[config.mk]
export PLATFORM = sky130hd
export DESIGN_NAME = fetch_sequencer
export DESIGN_NICKNAME = d
export VERILOG_FILES = /design/src/rtl/fetch_sequencer_pkg.sv /design/src/rtl/fetch_sequencer_prog_mem.sv /design/src/rtl/fetch_sequencer.sv
export SDC_FILE = /design/constraint.sdc
export NUM_CORES = 1
export LEC_CHECK = 0
export CAP_MARGIN = 20
export CORE_MARGIN = 1.5
export CORE_UTILIZATION = 55
export DETAILED_ROUTE_END_ITERATION = 10
export PLACE_DENSITY = 0.79
export SYNTH_ARGS = -nofsm -noshare
export SYNTH_HDL_FRONTEND = slang
export SYNTH_SLANG_ARGS = --single-unit
[constraint.sdc]
create_clock -name clk -period 2.59 [get_ports clk]
set_clock_uncertainty 0.05 [all_clocks]
set_input_delay 0.777 -clock clk [delete_from_list [all_inputs] [get_ports clk]]
set_output_delay 0.777 -clock clk [all_outputs]
set_load 0.01 [all_outputs]
[src/rtl/fetch_sequencer_pkg.sv]
// Constants shared by the fetch sequencer and the instruction decoder:
// one-hot T-state codes, sequencer state encoding and opcode width.
package fetch_pkg;

    localparam int OPCODE_W = 4;

    localparam logic [3:0] T0 = 4'b1000;
    localparam logic [3:0] T1 = 4'b0100;
    localparam logic [3:0] T2 = 4'b0010;
    localparam logic [3:0] T3 = 4'b0001;

    typedef enum logic {
        IDLE = 1'b0,
        RUN  = 1'b1
    } state_t;

endpackage

[src/rtl/fetch_sequencer_prog_mem.sv]
// Program store: 2**ADDR_W opcodes, written on the clock edge, read combinationally.
// Latency: write visible on the cycle after the edge; no backpressure, contents survive reset.
module prog_mem
    import fetch_pkg::*;
#(
    parameter int ADDR_W = 4
) (
    input  logic                clk_i,
    input  logic                we_i,
    input  logic [ADDR_W-1:0]   waddr_i,
    input  logic [OPCODE_W-1:0] wdata_i,
    input  logic [ADDR_W-1:0]   raddr_i,
    output logic [OPCODE_W-1:0] rdata_o
);

    logic [OPCODE_W-1:0] mem_q [2**ADDR_W];

    always_ff @(posedge clk_i) begin
        if (we_i) begin
            mem_q[waddr_i] <= wdata_i;
        end
    end

    assign rdata_o = mem_q[raddr_i];

endmodule

[src/rtl/fetch_sequencer.sv]
// Drives the decoder's T-state ring and opcode from a writable program store, with run/halt/step control.
// Latency: start at n -> en=T0 at n+1, w valid at n+2; no backpressure, the ring is self-timed.
// STROBE_CHECK_EN adds the sticky seq_err check of the decoder's ir/pc strobes.
module fetch_sequencer
    import fetch_pkg::*;
#(
    parameter int ADDR_W = 4,
    parameter bit WRAP   = 1'b1
) (
    input  logic                clk,
    input  logic                rst,
    input  logic                prog_we,
    input  logic [ADDR_W-1:0]   prog_addr,
    input  logic [OPCODE_W-1:0] prog_data,
    input  logic [ADDR_W:0]     prog_len,
    input  logic                start,
    input  logic                step,
    input  logic                halt_req,
    input  logic                ir_strobe,
    input  logic                pc_strobe,
    output logic [3:0]          en,
    output logic [OPCODE_W-1:0] w,
    output logic [ADDR_W-1:0]   pc_addr,
    output logic                busy,
    output logic                done
`ifdef STROBE_CHECK_EN
    ,
    output logic                seq_err
`endif
);

    state_t              state_q, state_d;
    logic [3:0]          en_q, en_d;
    logic [OPCODE_W-1:0] ir_q, ir_d;
    logic [ADDR_W-1:0]   pc_q, pc_d;
    logic [ADDR_W-1:0]   last_q, last_d;
    logic                step_q, step_d;
    logic                halt_pend_q, halt_pend_d;
    logic                done_q, done_d;
    logic                start_acc, mem_we, pc_at_last, stop_now;
    logic [OPCODE_W-1:0] mem_rdata;

    prog_mem #(.ADDR_W(ADDR_W)) u_prog_mem (
        .clk_i   (clk),
        .we_i    (mem_we),
        .waddr_i (prog_addr),
        .wdata_i (prog_data),
        .raddr_i (pc_q),
        .rdata_o (mem_rdata)
    );

    // A write in the same cycle as start takes priority; start is dropped.
    assign start_acc  = (state_q == IDLE) && start && !prog_we;
    assign mem_we     = (state_q == IDLE) && prog_we;
    assign pc_at_last = (pc_q == last_q);
    assign stop_now   = halt_pend_q || halt_req || step_q || (!WRAP && pc_at_last);

    always_comb begin
        state_d     = state_q;
        en_d        = en_q;
        ir_d        = ir_q;
        pc_d        = pc_q;
        last_d      = last_q;
        step_d      = step_q;
        halt_pend_d = halt_pend_q;
        done_d      = 1'b0;
        if (start_acc) begin
            state_d     = RUN;
            en_d        = T0;
            pc_d        = '0;
            // A zero length means the whole store.
            last_d      = (prog_len == '0) ? '1 : ADDR_W'(prog_len - 1'b1);
            step_d      = step;
            halt_pend_d = 1'b0;
        end else if (state_q == RUN) begin
            halt_pend_d = halt_pend_q | halt_req;
            case (en_q)
                T0: begin
                    ir_d = mem_rdata;
                    en_d = T1;
                end
                T1: en_d = T2;
                T2: en_d = T3;
                default: begin
                    pc_d = pc_at_last ? '0 : pc_q + 1'b1;
                    en_d = T0;
                    if (stop_now) begin
                        state_d     = IDLE;
                        en_d        = '0;
                        done_d      = 1'b1;
                        step_d      = 1'b0;
                        halt_pend_d = 1'b0;
                    end
                end
            endcase
        end
    end

    always_ff @(posedge clk) begin
        if (rst) begin
            state_q     <= IDLE;
            en_q        <= '0;
            ir_q        <= '0;
            pc_q        <= '0;
            last_q      <= '0;
            step_q      <= 1'b0;
            halt_pend_q <= 1'b0;
            done_q      <= 1'b0;
        end else begin
            state_q     <= state_d;
            en_q        <= en_d;
            ir_q        <= ir_d;
            pc_q        <= pc_d;
            last_q      <= last_d;
            step_q      <= step_d;
            halt_pend_q <= halt_pend_d;
            done_q      <= done_d;
        end
    end

    assign en      = en_q;
    assign w       = ir_q;
    assign pc_addr = pc_q;
    assign busy    = (state_q == RUN);
    assign done    = done_q;

`ifdef STROBE_CHECK_EN
    logic first_q, seq_err_q, ir_exp, pc_exp;

    // No pc strobe is owed in the first T0 of a run: no instruction has completed yet.
    assign ir_exp = (en_q == T1);
    assign pc_exp = (en_q == T0) && !first_q;

    always_ff @(posedge clk) begin
        if (rst) begin
            first_q   <= 1'b0;
            seq_err_q <= 1'b0;
        end else begin
            if (start_acc) begin
                first_q <= 1'b1;
            end else if (en_q == T0) begin
                first_q <= 1'b0;
            end
            if ((ir_strobe != ir_exp) || (pc_strobe != pc_exp)) begin
                seq_err_q <= 1'b1;
            end
        end
    end

    assign seq_err = seq_err_q;
`else
    logic unused_strobes;
    assign unused_strobes = ir_strobe ^ pc_strobe;
`endif

endmodule

==> results.ini, run 1 <==
[routing]
vias_per_cell = 5.91
wl_um = 6760
postRouteAntennaNets = 0
drc = 0
drt-pass1-iter-count = 4
wl_per_cell_um = 18.2
dr_total_vias = 2194
initialDrtViolationCount = 141

[global_routing]
antenna_found_initial = 0
first_global_vias = 2181
grt_use_total_pct = 21.2
grt_pass1_wl_um = 11000
grt_max_degree = 21
grt.overflow.total = 0

[sta]
worst_pin_slew_ps = 629
tns_ps = 0
slew_headroom_pct = 58.0
max_freq_mhz = 424
finalCriticalPeriod_ps = 2360
setup_viol_count_final = 0
rsz0062_at_grt = false
final-hold-violation-count = 0
fin_crit_sh_pct = 91.1
slew_violations = 0

[clock_tree]
hold_buffers = 0
cts_root_buffer = clkbuf_8
cts_tree = done
post_cts_buffers = 0
clkTransAtPathRegs_ps = 80
clkLatencyLatePin_ps = 350
cts.sinks = 84
ctsHtreeMaxLevel = 3
clk_path_buf_depth = 2
numCtsBuffers = 9
post_cts_resized = 0

[setup_path]
critical-path-max-stage-delay_ps = 630
worst_r2r_endpoint = w[3]
crit_buf_inv = 1
worstPathRequired_ps = 1760
cp-start-kind = flop
crit_type = flop to output port
r2r_start = pc_addr[0]
reg2reg_depth = 5
worstPathCellList = clkdlybuf4s50_1
crit_arrival_ps = 1530
critical_path.endpoint_type = output port
path_delay_family = buffers and inverters
critPathMaxFanout = 9
slowest_stage = clkdlybuf4s50_1
rrSetupSlack_ps = 680

[synthesis]
avgSynthCellArea_sq_um = 14.5
async_flop_share_pct = 0
ys.flop_type = edfxtp_1
synth_top_area_share_pct = 54.4
synthTopCellsByCount = edfxtp_1, dfxtp_1, nor2_1, a21oi_1, mux4_2
synthTopCellsByArea = edfxtp_1, dfxtp_1, mux4_2
synthDistinctLibCells = 44
synth_edf_count = 64
synth_fp_nets = 267
yosysTopAreaCell = edfxtp_1
yosys_warnings = 0
syn_inst = 243
synth-seq-cells = 84
synth_most_common_cell = edfxtp_1
syn_area_sq_um = 3530
ys_seq_area_share_pct = 65.7

[worst_hold_path]
hold_end = last_q[3]
whs_path_depth = 2
min_path_type = flop to flop
hp-start = last_q[3]

[layout]
drive_above_1_share_pct = 16.0
syn2layout_area_growth_pct = 18.3
antenna_cells = 0
nNetsFinal = 313
fillers = 464

[pwr]
p_sw_uw = 597
leakagePower_nw = 1.34
pwr-share-clk_pct = 35.5
ir_drop_v = 0.000465
p_sw_share_pct = 22.9
power_frac_comb_pct = 7.7
p_seq_share_pct = 56.7
p_per_area_nw_per_um2 = 625
p_total_mw = 2.61
p_int_mw = 2.02

[floorplan]
die_area_sq_um = 6910
start_util_pct = 56.3
core_area_sq_um = 6280
die_w_um = 83.2
die_h_um = 83.2
io_pins = 35
row_count = 29

[flow_run]
max-cap-violations = 0

[place]
io_buffers = 32
hpwl_um = 4510
place.gp.congestion = 0.801

[run_status]
outcome = complete, no violations

==> layout by cell type (no fill, tap or decap), types with 7 or more instances in the layout <==
cell	instances
edfxtp_1	64
a21oi_1	15
buf_4	15
mux4_2	12
clkbuf_8	9
nor2_1	19
nor2b_1	7
nor3_1	8
nand2_1	9
dfxtp_1	20
mux2i_1	8
clkdlybuf4s50_1	32
==> routing by layer <==
layer | GRT usage (%) | wire, um
met2 | 35.3 | 3470
met3 | 4.87 | 374
met5 | 0 | 0
met1 | 26.8 | 2780
met4 | 8.94 | 138
==> power groups by stage <==
stage / Combinational [mW] / Sequential, mW / Clock (mW)
final: 0.202 / 1.48 / 0.928
after global routing: 0.222 / 1.49 / 0.998
after CTS: 0.204 / 1.48 / 0.940
after detailed placement: 0.202 / 1.51 / 0
after global placement: 0.197 / 1.51 / 0
after floorplan: 0.114 / 1.51 / 0
==> kinds of logic (layout without fill, tap and decap cells) <==
kind of cell	after synthesis	count (layout)	synth area share [%]
DFF	84	84	65.7
and+or+nand+nor	68	68	10.5
AOI/OAI and AO/OA	43	43	8.25
muxes	20	20	9.92
buffers and inverters	18	69	2.83
xor gates and xnor gates	7	7	1.74
adders and majority gates	3	3	1.06
==> flip-flops by register name, summed over array words and instances (netlist names) <==
name	count
u_prog_mem.mem_q	64
en	4
last_q	4
pc_addr	4
w	4
busy	1
done	1
halt_pend_q	1
step_q	1
==> stage by stage <==
| step | std cells | hold WS (ps) | setup WS, ps | util (%) | instance area (sq um) |
|---|---|---|---|---|---|
| floorplan | 243 | 438 | 520 | - | 3530 |
| global placement | 355 | 453 | 26.2 | 63.5 | 3990 |
| detailed placement | 355 | 460 | 23.5 | 63.5 | 3990 |
| CTS | 371 | 472 | 215 | 66.6 | 4180 |
| global route | 371 | 502 | 177 | 66.6 | 4180 |
| finish | 371 | 468 | 229 | 66.6 | 4180 |
==> worst max-delay path by stage <==
stage                           from                     end  slack (ps)  depth (start not counted)
final                     pc_addr[3]              pc_addr[3]         230                          1
after global routing      pc_addr[3]              pc_addr[3]         180                          1
after CTS                 pc_addr[3]              pc_addr[3]         210                          1
after detailed placement     prog_we  u_prog_mem.mem_q[4][2]          20                          5
after global placement       prog_we  u_prog_mem.mem_q[4][3]          30                          5
after floorplan              prog_we  u_prog_mem.mem_q[4][0]         520                          3
==> cell type report <==
class,instances,area [sq um],area share (%)
Sequential cell,84,2320,55.5
Clock inverter,7,72.6,1.74
Clock buffer,9,124,2.96
Inverter,6,22.5,0.539
Timing Repair Buffer,47,433,10.4
Tap cell,77,96.3,2.30
Multi-Input combinational cell,141,1110,26.6
Note: power is estimated with default switching activity, not from simulation.
==> run 2, diff against run 1 <==
CORE_UTILIZATION = 51   (was 55)
PLACE_DENSITY = 0.77   (was 0.79)
clock period = 2.1 ns   (was 2.59 ns; I/O delays follow)
==> results.ini, run 2 (synthesis gave the netlist of run 1 again) <==
[layout]
largest_register_ffs = 64
fin_area_sq_um = 4340
antenna_cells = 0
drive_above_1_share_pct = 21.8
fillers = 504
syn2layout_area_growth_pct = 22.9
mostFrequentLayoutCells = edfxtp_1, clkdlybuf4s50_1, buf_4, nor2_1
nNetsFinal = 327
regMostFlops = u_prog_mem.mem_q
mostFrequentLayoutCell = edfxtp_1

[pwr]
power_frac_comb_pct = 7.6
p_int_mw = 2.62
p_sw_uw = 738
ir_drop_v = 0.000480
p_sw_share_pct = 22.0
p_per_area_nw_per_um2 = 773
pwr-share-clk_pct = 37.7
leakagePower_nw = 1.43
p_seq_share_pct = 54.6

[floorplan]
io_pins = 35
row_count = 30
core_area_sq_um = 6760
start_util_pct = 52.3
die_w_um = 86.2
die_area_sq_um = 7440
die_h_um = 86.2

[setup_path]
critical_path.endpoint_type = flop
slowest_stage = or3b_2
crit_arrival_ps = 2110
critPathMaxFanout = 4
path_delay_family = simple AND/OR/NAND/NOR gates
crit_type = input pin to flop
critical-path-max-stage-delay_ps = 540
crit_buf_inv = 2
worstPathCellList = clkdlybuf4s50_1, nand2b_1, or3b_2, nor2_1, buf_4
worstPathRequired_ps = 2130
cp-start-kind = input pin

[global_routing]
antenna_found_initial = 0
grt_pass1_wl_um = 10600
grt_max_degree = 26
grt.overflow.total = 0
grt_use_total_pct = 19.9
first_global_vias = 2173

[sta]
fin_ws_ps = 21.6
max_freq_mhz = 481
finalCriticalPeriod_ps = 2080
final-hold-violation-count = 0
slew_headroom_pct = 63.5
setup_viol_count_final = 0
fin_crit_sh_pct = 99.0
slew_violations = 0
worst_pin_slew_ps = 545
rsz0062_at_grt = false

[worst_hold_path]
min_path_type = flop to flop

[routing]
wl_um = 6700
wl_per_cell_um = 17.3
drt-pass1-iter-count = 4
postRouteAntennaNets = 0
initialDrtViolationCount = 140
vias_per_cell = 5.67
drc = 0
dr_total_vias = 2201

[clock_tree]
clk_path_buf_depth = 2
ctsHtreeMaxLevel = 3
post_cts_buffers = 0
clkLatencyLatePin_ps = 360
cts.sinks = 84
hold_buffers = 0
numCtsBuffers = 9
cts_root_buffer = clkbuf_8
cts_tree = done
clkTransAtPathRegs_ps = 80

[place]
hpwl_um = 4560
io_buffers = 32
place.gp.congestion = 0.801
dpl_worst_slack_ps = -313
post_dp_cell_area_sq_um = 4110

[flow_run]
max-cap-violations = 0

[run_status]
outcome = complete, no violations

[run 2: layout make-up]
cell class | instances | area, sq um | share of cell area [%]
clock buffers | 9 | 124 | 2.85
clock inverters | 7 | 97.6 | 2.25
inverters | 6 | 22.5 | 0.519
multi-input cells | 141 | 1120 | 25.7
flip-flops and latches | 84 | 2330 | 53.7
well taps | 80 | 100 | 2.31
repair buffers | 61 | 551 | 12.7
[run 2: power groups by stage]
stage / clock network [mW] / logic [mW] / registers [mW]
5_1_grt: 1.37 / 0.282 / 1.84
3_5_place_dp: 0 / 0.257 / 1.87
6_report: 1.27 / 0.256 / 1.83
4_1_cts: 1.29 / 0.259 / 1.83
2_1_floorplan: 0 / 0.141 / 1.87
3_3_place_gp: 0 / 0.251 / 1.87
[run 2: worst paths after layout]
check / depth (start not counted) / startpoint / slack, ps / endpoint
setup reg to reg: 5 / pc_addr[0] / 280 / w[3]
hold reg to reg: 2 / halt_pend_q / 470 / halt_pend_q
setup / recovery: 5 / prog_we / 20 / u_prog_mem.mem_q[7][2]
hold / removal: 2 / halt_pend_q / 470 / halt_pend_q
[run 2: worst min-delay path, delay by kind of cell, from the launching register on]
family         cells  cell delay, ps
flip-flops         1             320
AO/OA/AOI/OAI      2             160
[run 2: metrics by stage]
step / setup TNS, ps / std cells / power (mW) / utilization, % / hold slack, ps
floorplan: 0 / 243 / 2.01 / - / 438
global placement: -7020 / 372 / 2.12 / 60.8 / 457
detailed placement: -7460 / 372 / 2.13 / 60.8 / 463
CTS: 0 / 388 / 3.38 / 64.1 / 473
global route: 0 / 388 / 3.49 / 64.3 / 489
finish: 0 / 388 / 3.35 / 64.3 / 467
[run 2: repair_timing]
action / in CTS / in global routing
pin swaps: 0 / 0
resized for setup: 2 / 5
endpoints found under the setup margin: 2 / 8
gates cloned: 0 / 0
[run 2: per-layer routing]
metal	wire, um	vias up	global-route usage (%)	part of all wire [%]
met3	561	10	6.38	8.4
li1	-	1059	-	-
met5	0	-	0	0
met1	2790	1053	25.6	42
met2	3220	79	31.5	48
met4	123	0	8.21	1.8
==> run 3, diff against run 2 <==
SLEW_MARGIN = 20   (was unset)
==> results of run 3 <==
No change in the layout: final DEF, timing and power equal those of run 2.
==> RTL edit 1, RTL diff (config.mk and constraints of run 2) <==
Build with the macro `STROBE_CHECK_EN` defined.
--- a/src/rtl/fetch_sequencer.sv
+++ b/src/rtl/fetch_sequencer.sv
@@ -2,4 +2,6 @@
 // Latency: start at n -> en=T0 at n+1, w valid at n+2; no backpressure, the ring is self-timed.
 // STROBE_CHECK_EN adds the sticky seq_err check of the decoder's ir/pc strobes.
+`define STROBE_CHECK_EN
+
 module fetch_sequencer
     import fetch_pkg::*;
Function (old outputs only; new: seq_err): kept (Yosys induction, for registers that start in step).
==> RTL edit 1 against run 2 <==
Power down 2.8%. Design area is 3.0% higher. Utilization increased by 1.2 points. Wire length is 5.0% higher. Synthesized cell count up 3.7%. Non-clock buffer count up 6. Area after synthesis rose by 2.1%. Sequential cell count rose by 2. Worst setup slack better by 0.052 ns. Critical path type is now flop to output port. Largest cell class unchanged. Highest routed layer unchanged.
==> RTL edit 1: results <==
[critical_path]
arrival_time_of_data_at_the_critical_path_endpoint_ns = 1.35
critical_path_cell_with_the_highest_stage_delay = sky130_fd_sc_hd__clkdlybuf4s50_1
timing.critical_path.fanout_max = 6
max_stage_delay_ns = 0.58
r2r_cells = 4
path_delay_family = buffers and inverters

[global_routing]
largest_net_degree_at_the_start_of_global_routing = 26
first_global_vias = 2290
first_pass_grt_wire_length_mm = 11.4
grt_util_all_layers_pct = 20.8
antenna_found_initial = 0

[placed_design]
detailed_place_hpwl_mm = 4.94
io_buffer_count = 35
gp_congestion = 0.782

[cts]
cts_htree_levels = 3
cts_root_buf = sky130_fd_sc_hd__clkbuf_8

[yosys]
muxShareOfSynthArea_pct = 9.99
synth-edff-count = 64
synth.yosys.warnings = 0
sequential_area_share_after_synthesis_pct = 65.5
count_of_cell_types_in_the_netlist = 41
synth_compound_area_share_pct = 7.36
synth_top_cells_by_count = sky130_fd_sc_hd__edfxtp_1 (64), sky130_fd_sc_hd__nor2_1 (25), sky130_fd_sc_hd__dfxtp_1 (22)
synth.top_cells.by_area = sky130_fd_sc_hd__edfxtp_1 (53%), sky130_fd_sc_hd__dfxtp_1 (12%), sky130_fd_sc_hd__mux4_2 (7.5%)
synth_fa_ha_area_share_pct = 1.04
syn-num-nets = 276
yosys_most_used_dff = sky130_fd_sc_hd__edfxtp_1
synth_xor_xnor_area_share_pct = 2.19

[pwr]
power.switching_mw = 0.729
static-leakage-power_nw = 1.48
ir_drop_v = 0.000378

[finish]
num-fill-cells = 523
flip_flop_count_of_the_largest_register_after_layout = 64
final_layout_size_suffix_gt1_share_pct = 21.7
nNetsFinal = 343

[routing]
vias_per_cell = 5.47
route.detailed.wl_per_inst_microns = 16.8
drt-pass1-iter-count = 4
drt_first_iter_violations = 73

[hold_path]
worst_hold_path.num_cells = 2

[sta]
max-slew-margin-rel_pct = 52.4

[status]
result_of_the_run = complete, no violations
RTL edit 1: cell families (layout without fill, tap and decap cells):
kind of cell | count (synthesis) | after routing
and+or+nand+nor | 80 | 80
AOI/OAI and AO/OA | 36 | 36
adders and majority gates | 3 | 3
xor gates and xnor gates | 9 | 9
muxes | 21 | 21
buffers and inverters | 17 | 88
DFF | 86 | 86
RTL edit 1: metrics by stage:
step,instances,area (sq um),setup slack [ns],util [%]
CTS,419,4470,0.0239,65.4
global route,419,4470,0.000773,65.4
floorplan,252,3610,0.214,-
detailed placement,404,4280,-0.253,62.6
global placement,404,4280,-0.243,62.6
finish,419,4470,0.0734,65.4
RTL edit 1: repair_timing:
action,4_1_cts,5_1_grt
resized for setup,1,3
setup endpoints to repair,1,6
setup buffers,0,0
cloned,0,0
RTL edit 1: layout make-up:
class	count	area, sq um	share of cell area, %
Inverter	6	22.5	0.504
Tap cell	96	120	2.69
Sequential cell	86	2370	52.9
Timing Repair Buffer	67	603	13.5
Multi-Input combinational cell	149	1170	26.2
Clock inverter	6	62.6	1.40
Clock buffer	9	124	2.77
RTL edit 1: worst paths after layout:
check           from          to  slack [ns]
min          first_q     first_q        0.45
max            en[2]       en[2]        0.07
max reg2reg    en[3]  pc_addr[0]        0.35
min reg2reg  first_q     first_q        0.45
RTL edit 1: power groups by stage:
stage / clock network (mW) / registers (mW) / logic, mW
2_1_floorplan: 0 / 1.91 / 0.134
3_3_place_gp: 0 / 1.91 / 0.269
3_5_place_dp: 0 / 1.91 / 0.276
4_1_cts: 1.13 / 1.87 / 0.277
5_1_grt: 1.20 / 1.88 / 0.301
6_report: 1.12 / 1.87 / 0.274
RTL edit 1: routing by layer:
metal	global-route usage [%]	vias up	wire length (microns)
met3	3.70	13	340
met5	0	-	0
met4	10.1	0	135
li1	-	1089	-
met2	33.2	72	3350
met1	27.7	1119	3210
==> RTL edit 2, RTL diff (settings of run 2) <==
Without the edit above. The output `done` loses its register stage (`done_q` becomes a continuous assignment).
--- a/src/rtl/fetch_sequencer.sv
+++ b/src/rtl/fetch_sequencer.sv
@@ -106,5 +106,4 @@
             step_q      <= 1'b0;
             halt_pend_q <= 1'b0;
-            done_q      <= 1'b0;
         end else begin
             state_q     <= state_d;
@@ -115,7 +114,8 @@
             step_q      <= step_d;
             halt_pend_q <= halt_pend_d;
-            done_q      <= done_d;
         end
     end
+
+    assign done_q = done_d;
 
     assign en      = en_q;
Behaviour: not the same (a bounded check fails within 10 cycles, from zero or initial values and one cycle with rst high).
==> RTL edit 2 against run 2 <==
The run now ends with setup timing left. Wire length grew 6.3%. First-iteration DRC count grew 1.4%. Worst setup slack lost 0.034 ns. Area after synthesis is essentially flat. Power shrank 7.9%. Via count grew 3.2%. Sequential cell count shrank 1. Design area grew 1.9%. Sequential share of layout area shrank 1.5 points. Largest cell class unchanged. Highest routed layer unchanged.
==> RTL edit 2: results <==
[status]
result_of_the_run = finished with violations
violations = setup timing

[critical_path]
regToRegStartpoint = en[1]
critical_path_cell_with_the_highest_stage_delay = sky130_fd_sc_hd__dfxtp_2
r2r_cells = 4
capture_point_of_the_worst_path = done
max_stage_delay_ns = 0.35
startpoint_type = flop
arrival_time_of_data_at_the_critical_path_endpoint_ns = 1.43

[sta]
worst_pin_slew_ns = 0.587
fin_ws_ns = -0.0128
setup_viol = 1

[hold_path]
startpoint_of_the_most_critical_hold_path = last_q[1]
whs_endpoint = last_q[1]
hold_path_class = flop to flop

[routing]
routed_wl_mm = 7.12
routedLengthMet1_mm = 3.02
drt_first_iter_violations = 142
route.met2.wl_mm = 3.58

[finish]
nNetsFinal = 341
final_layout_size_suffix_gt1_share_pct = 22.4

[yosys]
synth.top_cells.by_area = sky130_fd_sc_hd__edfxtp_1 (54%), sky130_fd_sc_hd__dfxtp_1 (11%), sky130_fd_sc_hd__mux4_1 (7.4%)
synth_compound_area_share_pct = 8.46
count_of_cell_types_in_the_netlist = 43
synth_fa_ha_area_share_pct = 1.06
sequential_area_share_after_synthesis_pct = 65.1
muxShareOfSynthArea_pct = 11.0

[pwr]
power.switching_mw = 0.719
static-leakage-power_nw = 1.53

[cts]
cts_resized = 10
post_cts_buffers = 2
cts_root_buf = sky130_fd_sc_hd__clkbuf_8

[placed_design]
detailed_place_hpwl_mm = 4.87
gp_congestion = 0.764
dpl-instance-area_sq_mm = 0.00419

[global_routing]
largest_net_degree_at_the_start_of_global_routing = 18
first_global_vias = 2228
first_pass_grt_wire_length_mm = 11.3
==> RTL edit 2: power groups by stage <==
stage,logic (mW),clock network [mW],registers (mW)
3_5_place_dp,0.268,0,1.85
2_1_floorplan,0.134,0,1.84
4_1_cts,0.283,1.03,1.81
6_report,0.286,0.994,1.81
5_1_grt,0.310,1.09,1.81
3_3_place_gp,0.261,0,1.84
==> RTL edit 2: worst register-to-register path, cell delays in order (launching register included) <==
cell	delay, ns
sky130_fd_sc_hd__dfxtp_2	0.35
sky130_fd_sc_hd__buf_4	0.14
sky130_fd_sc_hd__or4_1	0.66
sky130_fd_sc_hd__a2111oi_0	0.39
sky130_fd_sc_hd__a311o_1	0.18
==> RTL edit 2: per-stage QoR <==
| step | std cells | hold slack (ns) | utilization, % | setup TNS (ns) | setup slack, ns |
|---|---|---|---|---|---|
| 2_1_floorplan | 243 | 0.435 | - | 0 | 0.177 |
| 3_3_place_gp | 382 | 0.446 | 62.0 | -7.47 | -0.374 |
| 3_5_place_dp | 382 | 0.454 | 62.0 | -8.25 | -0.393 |
| 4_1_cts | 401 | 0.463 | 65.2 | -0.0315 | -0.0315 |
| 5_1_grt | 402 | 0.492 | 65.5 | -0.107 | -0.107 |
| 6_report | 402 | 0.463 | 65.5 | -0.0128 | -0.0128 |
==> RTL edit 2: final cells by class <==
class                   instances  area [sq um]  area share [%]
well taps                      80           100            2.26
repair buffers                 75           677            15.3
clock buffers                  10           128            2.88
flip-flops and latches         83          2310            52.2
inverters                       6          22.5           0.509
clock inverters                 6          41.3           0.933
multi-input cells             142          1150            25.9
==> RTL edit 2: routing by layer <==
metal | global-route usage, % | vias to the layer above
met5 | 0 | -
met4 | 8.80 | 0
met3 | 4.86 | 11
met2 | 36.4 | 70
met1 | 25.9 | 1092
li1 | - | 1099
